--- config.mk ---
export PLATFORM = sky130hd
export DESIGN_NAME = branch_resolver
export DESIGN_NICKNAME = d
export VERILOG_FILES = /design/src/rtl/branch_resolver.sv
export SDC_FILE = /design/constraint.sdc
export NUM_CORES = 1
export LEC_CHECK = 0
export CELL_PAD_IN_SITES_DETAIL_PLACEMENT = 1
export CELL_PAD_IN_SITES_GLOBAL_PLACEMENT = 1
export CORE_MARGIN = 8
export CORE_UTILIZATION = 30
export DETAILED_ROUTE_END_ITERATION = 16
export GPL_ROUTABILITY_DRIVEN = 0
export PLACE_DENSITY_LB_ADDON = 0.2
export SLEW_MARGIN = 20
export SYNTH_ARGS = -nofsm -noshare
export SYNTH_HDL_FRONTEND = slang
export SYNTH_SLANG_ARGS = --single-unit
--- constraint.sdc ---
create_clock -name clk -period 5.9 [get_ports clk]
set_input_delay 0.59 -clock clk [delete_from_list [all_inputs] [get_ports clk]]
set_output_delay 0.59 -clock clk [all_outputs]
set_load 0.005 [all_outputs]
--- src/rtl/branch_resolver.sv ---
// rtl/branch_resolver.sv - EX-stage branch resolution: predictor update, wrong-path flush, PC redirect, perf counters
module branch_resolver #(
   parameter int ADDR_W = 32,
   parameter int CNT_W  = 32
) (
   input  logic              clk,
   input  logic              rst,
   input  logic              ex_valid,
   input  logic              ex_branch,
   input  logic              ex_hold,
   input  logic              ex_prdt_br,
   input  logic              ex_taken,
   input  logic [ADDR_W-1:0] ex_target,
   input  logic [ADDR_W-1:0] ex_pc_plus4,
   input  logic              redirect_ready,
   output logic              Branch,
   output logic              prdt_work,
   output logic              cancel,
   output logic              flush,
   output logic              redirect_valid,
   output logic [ADDR_W-1:0] redirect_pc,
   output logic              res_busy,
   output logic [CNT_W-1:0]  br_cnt,
   output logic [CNT_W-1:0]  mis_cnt
);

   typedef enum logic [1:0] {
      IDLE  = 2'b01,
      REDIR = 2'b10
   } state_t;

   state_t              state_q, state_d;
   logic                upd_q, upd_d;
   logic                cancel_q, cancel_d;
   logic                redirect_valid_q, redirect_valid_d;
   logic [ADDR_W-1:0]   redirect_pc_q, redirect_pc_d;
   logic [CNT_W-1:0]    br_cnt_q, br_cnt_d;
   logic [CNT_W-1:0]    mis_cnt_q, mis_cnt_d;

   logic                resolve;
   logic                mispred;
   logic [ADDR_W-1:0]   fix_pc;

   assign resolve = ex_valid & ex_branch & ~ex_hold & (state_q == IDLE);
   assign mispred = resolve & (ex_prdt_br != ex_taken);
   assign fix_pc  = ex_taken ? ex_target : ex_pc_plus4;

   always_comb begin
      state_d          = state_q;
      redirect_valid_d = redirect_valid_q;
      redirect_pc_d    = redirect_pc_q;
      upd_d            = resolve;
      cancel_d         = resolve & ~ex_taken;
      br_cnt_d         = br_cnt_q;
      mis_cnt_d        = mis_cnt_q;

      case (state_q)
         IDLE: begin
            if (mispred) begin
               state_d          = REDIR;
               redirect_valid_d = 1'b1;
               redirect_pc_d    = fix_pc;
            end
         end
         REDIR: begin
            if (redirect_valid_q && redirect_ready) begin
               state_d          = IDLE;
               redirect_valid_d = 1'b0;
            end
         end
         default: begin
            state_d          = IDLE;
            redirect_valid_d = 1'b0;
         end
      endcase

      // Saturating counters: pin at all-ones rather than wrap
      if (resolve && (br_cnt_q != {CNT_W{1'b1}}))
         br_cnt_d = br_cnt_q + CNT_W'(1);
      if (mispred && (mis_cnt_q != {CNT_W{1'b1}}))
         mis_cnt_d = mis_cnt_q + CNT_W'(1);
   end

   always_ff @(posedge clk or negedge rst) begin
      if (!rst) begin
         state_q          <= IDLE;
         upd_q            <= 1'b0;
         cancel_q         <= 1'b0;
         redirect_valid_q <= 1'b0;
         redirect_pc_q    <= '0;
         br_cnt_q         <= '0;
         mis_cnt_q        <= '0;
      end else begin
         state_q          <= state_d;
         upd_q            <= upd_d;
         cancel_q         <= cancel_d;
         redirect_valid_q <= redirect_valid_d;
         redirect_pc_q    <= redirect_pc_d;
         br_cnt_q         <= br_cnt_d;
         mis_cnt_q        <= mis_cnt_d;
      end
   end

   assign Branch         = upd_q;
   assign prdt_work      = upd_q;
   assign cancel         = cancel_q;
   assign redirect_valid = redirect_valid_q;
   assign redirect_pc    = redirect_pc_q;
   assign br_cnt         = br_cnt_q;
   assign mis_cnt        = mis_cnt_q;
   // mispred is combinational off EX inputs, so gate it while reset is held
   assign flush          = rst & (mispred | (state_q == REDIR));
   assign res_busy       = (state_q == REDIR);

endmodule

==> summary.txt <==
Power
  • VDD IR max: 0.115 mV
  • Pint: 0.00132 W
  • Clock power frac: 31.5%
  • Sw frac: about a quarter
  • Sequential Power Share: ~47%
  • Switching power: roughly 0.00047 W
  • Comb pwr share: 21.7%
  • PD cells: roughly 250 nW/um^2
  • P_leak: about 3.1 nW

Detailed routing
  • DR vias: 4052
  • 1st-pass router iterations: 4
  • DR iter-0 viols: roughly 220
  • DRC: 0
  • DRT antenna net count: 0
  • Vias per cell: 4.78
  • Total Wirelength: 15100 um
  • Routed length per instance: 17.8 um

Placed design
  • Dpl cells: just over 800
  • Post-DP HPWL: 11800 um
  • Buffers on Ports: 173

Global route
  • Vias in the first global route: about 4400
  • First-pass GRT wire length: 24300 um
  • Initial antenna violation count: 0
  • GRT Overall Usage: around 15%
  • Largest net degree at the start of global routing: 73
  • Gr ovfl total: 0

Synthesis
  • Ys flop type: dfrtp_1
  • Synth Register Bits: 100
  • Yosys cell types: 46
  • Cell taking the most area after synthesis: dfrtp_1
  • Mapped Cells: 454
  • Netlist Area Pre-Place: around 4800 um^2
  • Synthesized area per cell: 10.6 um^2
  • Top cell type's share of synthesized area: 51.6%
  • Commonest cells post-synth: dfrtp_1 (99), nand2_1 (58), o21ai_0 (34)
  • Yosys warning total: 0
  • Post-synth EDFFs: 0
  • Register area share after synthesis: 52.1%
  • Most frequent cell after synthesis: dfrtp_1
  • Top post-synthesis cells by area: dfrtp_1 (52%), mux2i_1 (6.9%), xnor2_1 (5.5%)
  • Post-Syn Nets: 528
  • Asr flop ratio synth: 100%

Clocking
  • PostCTS Resize Cnt: 0
  • Clock transition at path regs: approximately 0.060 ns
  • CTS Buf Count: 9
  • # hold bufs at CTS: 0
  • CTS Buffer Depth: 2
  • Latest clock arrival within the worst-skew pair: roughly 0.34 ns
  • Root Driver: clkbuf_16
  • CTS sink cnt: 100
  • Postcts setup bufs: 0
  • CTS tree: built
  • H-tree levels: 3

Timing
  • Setup TNS: 0 ns
  • Max Clock Skew: around 0.0063 ns
  • Worst-margin pin slew: 0.826 ns
  • Fmax: ~0.32 GHz
  • Final setup violation count: 0
  • Final hold vios: 0
  • Tcrit/Tclk final: between 50% and 60%
  • Relative slew slack: 44.9%
  • Final count of pins violating max slew: 0
  • RSZ-0062 raised after global routing: no
  • Tmin final: 3.16 ns

Floorplanning
  • Die ar.: slightly above 20000 um^2
  • # rows: 46
  • Initial Util: 30.5%
  • Die X: ~140 um
  • Die height: 143 um
  • Top-level I/O count: 174
  • Core ar.: 15800 um^2

Job
  • Max capacitance violation total: 0

Worst setup path
  • CP max FO: a little over 70
  • Crit path kind: input port to output pin
  • Critical Path Start: ex_taken
  • Crit path DAT: 2.57 ns
  • Worst setup SP type: input port
  • Crit path required time: 5.31 ns
  • Reg2reg start: state_q[1]
  • Crit end category: output pin

Finish
  • Layout Utilization: between 40 and 50%
  • Fin nets: 700
  • Layout Cells excl Fill: 847
  • Layout cells sized above 1: around 6.2%
  • Area growth syn-to-layout: 46.5%
  • N_diodes: 0

Status
  • Status: completed

Worst hold path
  • Hold Path Class: input port to async pin
sequential cells by signal, indices dropped and copies added, names as in the netlist:
| name | cells |
|---|---|
| br_cnt | 32 |
| mis_cnt | 32 |
| redirect_pc | 32 |
| state_q | 2 |
| Branch | 1 |
| cancel | 1 |
cell usage in the layout (no fill, tap or decap), types with 2 or more instances in the layout:
master	instances
clkbuf_8	2
and3_1	9
mux2_2	2
and4_1	6
nor4_1	4
a31oi_1	2
nand2_1	58
and2_1	8
nor3_2	5
nor4_2	2
nor3_1	9
or4_1	3
buf_4	5
clkbuf_1	2
dfrtp_1	99
nor2_1	26
inv_1	8
xnor2_1	30
nand3_1	25
clkbuf_16	9
nand4_2	2
o21ai_0	34
nand4_1	23
mux2i_1	33
ha_1	2
xor2_1	29
clkdlybuf4s50_1	171
cells by family after synthesis:
| family | after synthesis | synth area share, % |
|---|---|---|
| DFF | 100 | 52.1 |
| AOI/OAI and AO/OA | 43 | 5.05 |
| buffers and inverters | 24 | 2.16 |
| xor gates and xnor gates | 60 | 11.1 |
| adders and majority gates | 2 | 0.521 |
| and+or+nand+nor | 190 | 21.7 |
| muxes | 35 | 7.34 |
per-stage QoR:
step | total power (W) | setup slack, ns | area (um^2) | hold WS, ns
4_1_cts | 0.00183 | 2.69 | 7040 | 0.216
3_3_place_gp | 0.00124 | 2.72 | 6760 | 0.464
5_1_grt | 0.00189 | 2.53 | 7040 | 0.238
6_report | 0.00179 | 2.74 | 7040 | 0.207
3_5_place_dp | 0.00126 | 2.68 | 6760 | 0.473
2_1_floorplan | 0.000960 | 3.77 | 4800 | 0.294
critical path, cell delays in order:
cell	delay, ns
buf_2	0.08
buf_4	0.47
xor2_2	0.16
nand3_2	0.09
buf_4	0.49
a21boi_0	0.18
clkdlybuf4s50_1	0.48
metal layers:
layer  GRT usage [%]  vias to the layer above  routed length [um]
li1                -                     1930                   -
met1            18.5                     1984                6480
met2            25.2                      121                7320
met3            4.46                       17                1110
met4            4.53                        0                 197
met5               0                        -                   0
path summary, 6_finish.rpt:
check	end	slack [ns]	depth (start not counted)
min	redirect_pc[5]	0.21	1
max	flush	2.74	7
min reg2reg	redirect_pc[14]	0.48	2
max in group asynchronous	br_cnt[6]	4.49	2
min in group clk	redirect_pc[14]	0.48	2
max reg2reg	mis_cnt[15]	3.38	6
power groups by stage:
| stage | sequential [W] | clock (W) | combinational (W) |
|---|---|---|---|
| 2_1_floorplan | 0.000851 | 0 | 0.000108 |
| 3_3_place_gp | 0.000852 | 0 | 0.000389 |
| 3_5_place_dp | 0.000857 | 0 | 0.000399 |
| 4_1_cts | 0.000844 | 0.000583 | 0.000401 |
| 5_1_grt | 0.000856 | 0.000608 | 0.000430 |
| 6_report | 0.000840 | 0.000564 | 0.000389 |
final cells by class:
cell class	count	area (um^2)
clock buffers	13	260
inverters	8	30.0
repair buffers	177	1750
fillers	1777	8730
well taps	216	270
multi-input cells	330	2200
flip-flops and latches	100	2500
clock inverters	3	21.3
(Power assumes the default switching activity.)
